--- src/rtl/pio_stream_sequencer.sv ---
// HPS-triggered capture of a 256-bit datavalid stream, buffered in a small word FIFO
// and serialized into a 32-bit valid/ready lane stream with a status word for the HPS.
module pio_stream_sequencer #(
    parameter int DATA_W     = 256,
    parameter int LANE_W     = 32,
    parameter int LANES      = 8,
    parameter int FIFO_DEPTH = 4,
    parameter int CNT_W      = 16
) (
    input  logic              clk,
    input  logic              reset,
    input  logic [31:0]       trigger,
    input  logic [31:0]       num_words,
    input  logic [DATA_W-1:0] in_data,
    input  logic              in_valid,
    output logic [LANE_W-1:0] out_data,
    output logic              out_valid,
    input  logic              out_ready,
    output logic              out_last,
    output logic [31:0]       status
);
    localparam int PTR_W   = (FIFO_DEPTH > 1) ? $clog2(FIFO_DEPTH) : 1;
    localparam int FCNT_W  = PTR_W + 1;
    localparam int LANE_IW = (LANES > 1) ? $clog2(LANES) : 1;
    localparam logic [FCNT_W-1:0]  FIFO_FULL_CNT = FCNT_W'(FIFO_DEPTH);
    localparam logic [LANE_IW-1:0] LAST_LANE     = LANE_IW'(LANES - 1);

    typedef enum logic [1:0] {
        IDLE,
        RUN,
        DRAIN,
        DONE
    } state_t;

    state_t             state_q, state_d;
    logic               trig_q, trig_d;
    logic [CNT_W-1:0]   target_q, target_d;
    logic [CNT_W-1:0]   accepted_q, accepted_d;
    logic [CNT_W-1:0]   popped_q, popped_d;
    logic               overflow_q, overflow_d;
    logic [DATA_W-1:0]  mem_q [FIFO_DEPTH];
    logic [DATA_W-1:0]  mem_d [FIFO_DEPTH];
    logic [PTR_W-1:0]   wr_ptr_q, wr_ptr_d;
    logic [PTR_W-1:0]   rd_ptr_q, rd_ptr_d;
    logic [FCNT_W-1:0]  count_q, count_d;
    logic [DATA_W-1:0]  word_q, word_d;
    logic [LANE_IW-1:0] lane_q, lane_d;
    logic               word_last_q, word_last_d;
    logic [LANE_W-1:0]  out_data_q, out_data_d;
    logic               out_valid_q, out_valid_d;
    logic               out_last_q, out_last_d;
    logic [31:0]        status_q, status_d;

    logic               start_pulse;
    logic               fifo_full;
    logic               fifo_empty;
    logic               push;
    logic               pop;
    logic [LANE_IW-1:0] lane_nxt;
    logic [CNT_W-1:0]   popped_inc;
    logic [CNT_W-1:0]   new_target;
    logic               unused_bits;

    assign unused_bits = ^{trigger[31:2], num_words[31:CNT_W]};

    assign start_pulse = trigger[0] & ~trig_q;
    assign fifo_full   = (count_q == FIFO_FULL_CNT);
    assign fifo_empty  = (count_q == '0);
    assign lane_nxt    = lane_q + 1'b1;
    assign popped_inc  = popped_q + 1'b1;
    assign new_target  = num_words[CNT_W-1:0];

    always_comb begin
        state_d     = state_q;
        trig_d      = trigger[0];
        target_d    = target_q;
        accepted_d  = accepted_q;
        popped_d    = popped_q;
        overflow_d  = overflow_q;
        mem_d       = mem_q;
        wr_ptr_d    = wr_ptr_q;
        rd_ptr_d    = rd_ptr_q;
        count_d     = count_q;
        word_d      = word_q;
        lane_d      = lane_q;
        word_last_d = word_last_q;
        out_data_d  = out_data_q;
        out_valid_d = out_valid_q;
        out_last_d  = out_last_q;
        push        = 1'b0;
        pop         = 1'b0;

        case (state_q)
            IDLE, DONE: begin
                if (start_pulse) begin
                    target_d   = new_target;
                    accepted_d = '0;
                    popped_d   = '0;
                    overflow_d = 1'b0;
                    state_d    = (new_target != '0) ? RUN : DONE;
                end
            end
            RUN: begin
                // Full comes from the registered count, so a same-cycle pop never frees a slot.
                if (in_valid) begin
                    if (fifo_full) begin
                        overflow_d = 1'b1;
                    end else if (accepted_q < target_q) begin
                        push       = 1'b1;
                        accepted_d = accepted_q + 1'b1;
                    end
                end
                if (accepted_d == target_q) begin
                    state_d = DRAIN;
                end
            end
            DRAIN: begin
                if (fifo_empty && !out_valid_q) begin
                    state_d = DONE;
                end
            end
            default: state_d = IDLE;
        endcase

        if (!out_valid_q) begin
            pop = !fifo_empty;
        end else if (out_ready) begin
            if (lane_q == LAST_LANE) begin
                if (!fifo_empty) begin
                    pop = 1'b1;
                end else begin
                    out_valid_d = 1'b0;
                    out_last_d  = 1'b0;
                end
            end else begin
                lane_d     = lane_nxt;
                out_data_d = word_q[int'(lane_nxt) * LANE_W +: LANE_W];
                out_last_d = word_last_q && (lane_nxt == LAST_LANE);
            end
        end

        // A popped word is presented immediately on lane 0; out_last tracks the target word.
        if (pop) begin
            word_d      = mem_q[rd_ptr_q];
            rd_ptr_d    = rd_ptr_q + 1'b1;
            lane_d      = '0;
            out_valid_d = 1'b1;
            out_data_d  = word_d[LANE_W-1:0];
            popped_d    = popped_inc;
            word_last_d = (popped_inc == target_q);
            out_last_d  = word_last_d && (LANES == 1);
        end

        if (push) begin
            mem_d[wr_ptr_q] = in_data;
            wr_ptr_d        = wr_ptr_q + 1'b1;
        end

        case ({push, pop})
            2'b10:   count_d = count_q + 1'b1;
            2'b01:   count_d = count_q - 1'b1;
            default: count_d = count_q;
        endcase

        status_d = {16'(accepted_d), 12'b0, (count_d == FIFO_FULL_CNT), overflow_d,
                    (state_d == DONE), ((state_d == RUN) || (state_d == DRAIN))};
    end

    always_ff @(posedge clk) begin
        mem_q <= mem_d;
        // Abort behaves exactly like reset and wins over everything else.
        if (reset || trigger[1]) begin
            state_q     <= IDLE;
            trig_q      <= 1'b0;
            target_q    <= '0;
            accepted_q  <= '0;
            popped_q    <= '0;
            overflow_q  <= 1'b0;
            wr_ptr_q    <= '0;
            rd_ptr_q    <= '0;
            count_q     <= '0;
            word_q      <= '0;
            lane_q      <= '0;
            word_last_q <= 1'b0;
            out_data_q  <= '0;
            out_valid_q <= 1'b0;
            out_last_q  <= 1'b0;
            status_q    <= '0;
        end else begin
            state_q     <= state_d;
            trig_q      <= trig_d;
            target_q    <= target_d;
            accepted_q  <= accepted_d;
            popped_q    <= popped_d;
            overflow_q  <= overflow_d;
            wr_ptr_q    <= wr_ptr_d;
            rd_ptr_q    <= rd_ptr_d;
            count_q     <= count_d;
            word_q      <= word_d;
            lane_q      <= lane_d;
            word_last_q <= word_last_d;
            out_data_q  <= out_data_d;
            out_valid_q <= out_valid_d;
            out_last_q  <= out_last_d;
            status_q    <= status_d;
        end
    end

    assign out_data  = out_data_q;
    assign out_valid = out_valid_q;
    assign out_last  = out_last_q;
    assign status    = status_q;

endmodule

--- config.mk ---
export PLATFORM = sky130hd
export DESIGN_NAME = pio_stream_sequencer
export DESIGN_NICKNAME = d
export VERILOG_FILES = /design/src/rtl/pio_stream_sequencer.sv
export SDC_FILE = /design/constraint.sdc
export NUM_CORES = 1
export LEC_CHECK = 0
export CORE_ASPECT_RATIO = 0.7
export CORE_UTILIZATION = 38
export CTS_BUF_LIST = sky130_fd_sc_hd__clkbuf_16
export DETAILED_ROUTE_END_ITERATION = 10
export HOLD_SLACK_MARGIN = 0.05
export SYNTH_ARGS = -nofsm -noshare
export SYNTH_HDL_FRONTEND = slang
export SYNTH_SLANG_ARGS = --single-unit
--- constraint.sdc ---
create_clock -name clk -period 14.2 [get_ports clk]
set_input_delay 2.13 -clock clk [delete_from_list [all_inputs] [get_ports clk]]
set_output_delay 2.13 -clock clk [all_outputs]
set_load 0.05 [all_outputs]
# Word level (Yosys, flattened, before mapping)
# Index checks and enable logic that the tools add are counted.
[op_classes] eq_ne=16 shifts=1 reduce_logical=21 addsub=7 magnitude_cmp=4 n_bitwise=5 n_mux=43
[op_table] op="1024-bit bitwise mux" n=1
[op_table] op="256-bit 2-to-1 mux" n=3
[op_table] op="256-bit binary-select mux with 2-bit select" n=1
[op_table] op="256-bit demux with 2-bit select" n=1
[op_table] op="256-bit by 9-bit variable part select with 32-bit output" n=1
[op_table] op="16-bit 2-to-1 mux" n=8
[op_table] op="32-bit 2-to-1 mux" n=4
[op_table] op="16-bit by 1-bit adder with 16-bit output, second input constant" n=2
[op_table] op="16-bit == test" n=2
[op_table] op="16-bit one-hot mux with 2 select lines" n=1
[op_table] op="1-bit 2-to-1 mux" n=17
[op_table] op="16-bit < comparator" n=1
[op_table] op="16-bit nonzero test" n=1
[op_table] op="3-bit == test, second input constant" n=4
[op_table] op="2-bit == test, second input constant" n=5
[op_table] op="3-bit AND reduction" n=3
[op_table] op="2-bit 2-to-1 mux" n=4
[op_table] op="2-bit nonzero test" n=4
[op_table] op="3-bit by 1-bit adder with 3-bit output, second input constant" n=2
[op_table] op="2-bit by 1-bit == test with 1-bit output, second input constant" n=3
[op_table] op="3-bit >= comparator, second input constant" n=2
[op_table] op="2-bit inverter with 3-bit output" n=2
[op_table] op="2-bit one-hot mux with 3 select lines" n=1
[op_table] op="3-bit one-hot mux with 2 select lines" n=1
[op_table] op="other kinds (14)" n=23
[word_totals] regBits=1409 out_inout_bits=66 in_bits=324 word_cells=118

# Logic depth before layout (Yosys ltp)
[logic_depth] depth_word=10 depth_mapped=16 ltp_nobuf=14

# Worst setup path before layout
# OpenSTA, ideal clock, no wires.
[synth_timing] kind="input to register" start="input in_valid" end="register mem_q[0] (netlist bit), enable pin" setup_ns=0.651 n_path_buf=1 setup_slack_ns=4.377 arrival_ns=9.172 stages=6 path_cell_list="inv_1 a2111o_1 a211o_1 nor3_4 buf_2 and3_1"
[synth_between] elab_chain_len=2
[synth_lines] element="from (decl)" line="15" source="input logic in_valid,"
[synth_lines] element="1-bit 2-to-1 mux" line="105" source="if (in_valid) begin"
[synth_lines] element="1-bit 2-to-1 mux" line="93" source="case (state_q)"
[synth_lines] element="to (signal assigned)" line="170" source="mem_q <= mem_d;"
[synth_lines] element="to (decl)" line="41" source="logic [DATA_W-1:0] mem_q [FIFO_DEPTH];"
# Every way passes these cells.
# A chain may end at the register's enable or synchronous reset.

# Worst setup path in the final report
[layout_timing] start="input in_valid" end="register mem_q[379] (netlist bit), enable pin"
# Same word-level chain as after synthesis.

==> summary.md <==
| Metric | Value |
|---|---|
| DR vias | `29,900` |
| Setup ws final | `7.96 ns` |
| Hold WC Path Type | `reg2reg` |
| #FFs+latches synth | `1,380` |
| Syn Area/Cell | `16.0 um2` |
| DRT met1 WL | `64,800 um` |
| Post-synth EDFFs | `1,024` |
| Ys Warns | `0` |
| First-pass GRT wire length | `209,000 um` |
| Commonest non-fill, non-tap cell in the layout | `edfxtp_1` |
| Status | `finished, final reports clean` |
| Final Wtd Congestion | `0.836` |
| CTS Root Cell | `clkbuf_16` |
| DR WL/cell | `25.9 um` |
| Post-CTS setup buffer count | `0` |
| Most used cell, CP | `buf_4` |
| I/O Pins | `390` |
| Min-delay src | `word_q[24]` |
| Initial antenna violation count | `74` |
| Pre-CTS WS | `7.11 ns` |
| Fillers | `12,100` |
| CP max FO | `54` |
| Relative slew slack | `30.1%` |
| F_max | `160 MHz` |
| Total Power | `8.51 mW` |
| Met2 wire len | `64,100 um` |
| Cts repair resizes | `0` |
| Area after DPL | `58,200 um2` |
| Cell Rows | `114` |
| DR DRC count | `0` |
| Max-cap viol count | `0` |
| H-tree lvl count | `4` |
| HPWL after DPL | `94,100 um` |
| Tightest Pin Transition | `1.05 ns` |
| Routed vias/inst | `5.34` |
| Critical path class | `in2reg` |
| Register area share after synthesis | `71.6%` |
| CTS Buffer Depth | `3` |
| Overall Global Routing Usage | `20.6%` |
| CTS tree | `yes` |
| Asr flop ratio synth | `0%` |
| Met3 routed WL | `13,300 um` |
| Final setup viols | `0` |
| Worst vdd ir | `0.125 mV` |
| Area grow syn2layout | `18.6%` |
| Layout cells sized above 1 | `15.5%` |
| Critical Path Start | `in_valid` |
| Worst path slowest cell | `and3_4` |
| Post-DRT Antenna Nets | `0` |
| Clock tree sinks | `1,380` |
| Worst Path Required | `14.57 ns` |
| Core area | `138,000 um2` |
| Total grt overflow | `0` |
| Port bufs | `331` |
| Largest net degree at the start of global routing | `133` |
| Vias in the first global route | `28,800` |
| Worst-path cell chain | `clkdlybuf4s50_1, inv_1, a2111o_1, a211o_1, nor3_4, and3_4, buf_4, buf_4` |
| DIE AREA | `141,000 um2` |
| # hold bufs at CTS | `0` |
| Top Layer Used | `met5` |
| Die Span X | `448 um` |
| FF-to-FF Start | `target_q[14]` |
| Final instance area | `62,800 um2` |
| Hold Fails Final Rpt | `0` |
| First drt pass iteration count | `7` |
| CP endpoint kind | `flip-flop` |
| Total routed wirelength | `145,000 um` |
| Clock buffer count from CTS | `138` |
| Count of pins over their slew limit | `0` |
| Critical path's largest stage delay | `0.87 ns` |
| PwrDens | `136 nW/um2` |
| Skew-Pair Late Insertion Delay | `0.79 ns` |
| DRT iter0 DRCs | `2,693` |
| Leakage | `19.4 nW` |
| Synthesized cell area | `52,900 um2` |
| RSZ-0062 raised after global routing | `no` |
| Period utilization | `44.0%` |
| Unique masters post-synth | `53` |
| WP data arrival | `6.61 ns` |
| Top_reg_cell synth | `edfxtp_1` |
| Die Y | `314 um` |
| Worst Skew | `0.0439 ns` |
| Reg clk slew, reported paths | `0.06 ns` |
| CP startpoint kind | `input port` |
| WHS | `0.445 ns` |
| Initial core utilization | `38.3%` |
| Most frequent cells in the layout | `1,024 x edfxtp_1, 629 x nand2_1, 353 x dfxtp_1` |
| Instance count of the mapped netlist | `3,304` |
| Crit path time final | `6.24 ns` |
| Total Negative Setup Slacks | `0 ns` |
| Nets | `3,976` |
==> routing by layer <==
metal	vias up	GRT usage, %
met1	15500	29.9
met5	-	0
met3	237	6.99
li1	13200	-
met4	68	5.52
met2	955	29.4
==> through the flow <==
| stage | utilization (%) | cells |
|---|---|---|
| 5_1_grt | 45.4 | 5601 |
| 2_1_floorplan | - | 3315 |
| 3_5_place_dp | 42.2 | 5338 |
| 3_3_place_gp | 42.2 | 5338 |
| 4_1_cts | 45.4 | 5594 |
| 6_report | 45.5 | 5606 |
==> synth_stat cells, types with 13 or more instances <==
cell | number | area, um2
nor3_1 | 15 | 75.1
inv_1 | 31 | 116
and3_1 | 21 | 131
edfxtp_1 | 1024 | 30700
buf_1 | 53 | 199
mux4_2 | 320 | 7210
buf_4 | 13 | 97.6
nor2_1 | 81 | 304
nand2_1 | 629 | 2360
dfxtp_1 | 356 | 7130
clkbuf_1 | 138 | 518
mux2i_1 | 28 | 280
ha_1 | 29 | 363
a21oi_1 | 301 | 1510
a31oi_1 | 16 | 100
nand3_1 | 26 | 130
xnor2_1 | 41 | 359
xor2_1 | 13 | 114
o21ai_0 | 55 | 275
==> final timing paths <==
| path | endpoint | slack (ns) | cells after the start |
|---|---|---|---|
| max | mem_q[379] | 7.96 | 8 |
| min | word_q[24] | 0.44 | 2 |
| max reg2reg | mem_q[379] | 8.70 | 9 |
| min reg2reg | word_q[24] | 0.44 | 2 |
==> worst max-delay path, delay by kind of cell <==
kind	cells	cell delay, ns
AND/OR/NAND/NOR	2	1.48
buffers and inverters	4	2.19
AO/OA/AOI/OAI	2	0.72
==> report_power, final <==
| part | leakage (nW) | internal (mW) | switching [mW] |
|---|---|---|---|
| sequential | 12.1 | 4.37 | 0.0275 |
| clock | 2.33 | 2.03 | 1.61 |
| combinational | 4.98 | 0.182 | 0.291 |
| total | 19.4 | 6.58 | 1.93 |
==> sequential cells by signal, indices dropped and copies added (netlist names) <==
signal / cells
mem_q: 1024
out_data: 32
popped_q: 16
accepted_q: 16
rd_ptr_q: 2
out_valid: 1
count_q: 3
out_last: 1
word_q: 256
word_last_q: 1
lane_q: 3
status: 4
trig_q: 1
target_q: 16
state_q: 2
wr_ptr_q: 2
==> logic make-up after synthesis <==
family,count (synthesis),synth area share [%]
and+or+nand+nor,826,6.39
muxes,356,14.3
AOI/OAI and AO/OA,419,4.30
xor gates and xnor gates,54,0.894
other,1,0.00709
DFF,1380,71.6
buffers and inverters,238,1.79
adders and majority gates,30,0.724
==> area by class of cell <==
type | count | area (um2) | share of cell area (%)
inverter | 32 | 128 | 0.203
antenna | 12 | 30.0 | 0.0478
clock inverter | 117 | 1040 | 1.66
clock buffer | 139 | 3480 | 5.54
multi-input combinational | 1697 | 14200 | 22.6
timing repair buffer | 373 | 3670 | 5.84
tap | 1856 | 2320 | 3.70
sequential | 1380 | 37900 | 60.4
No activity file was read; power rests on OpenSTA's default activity.
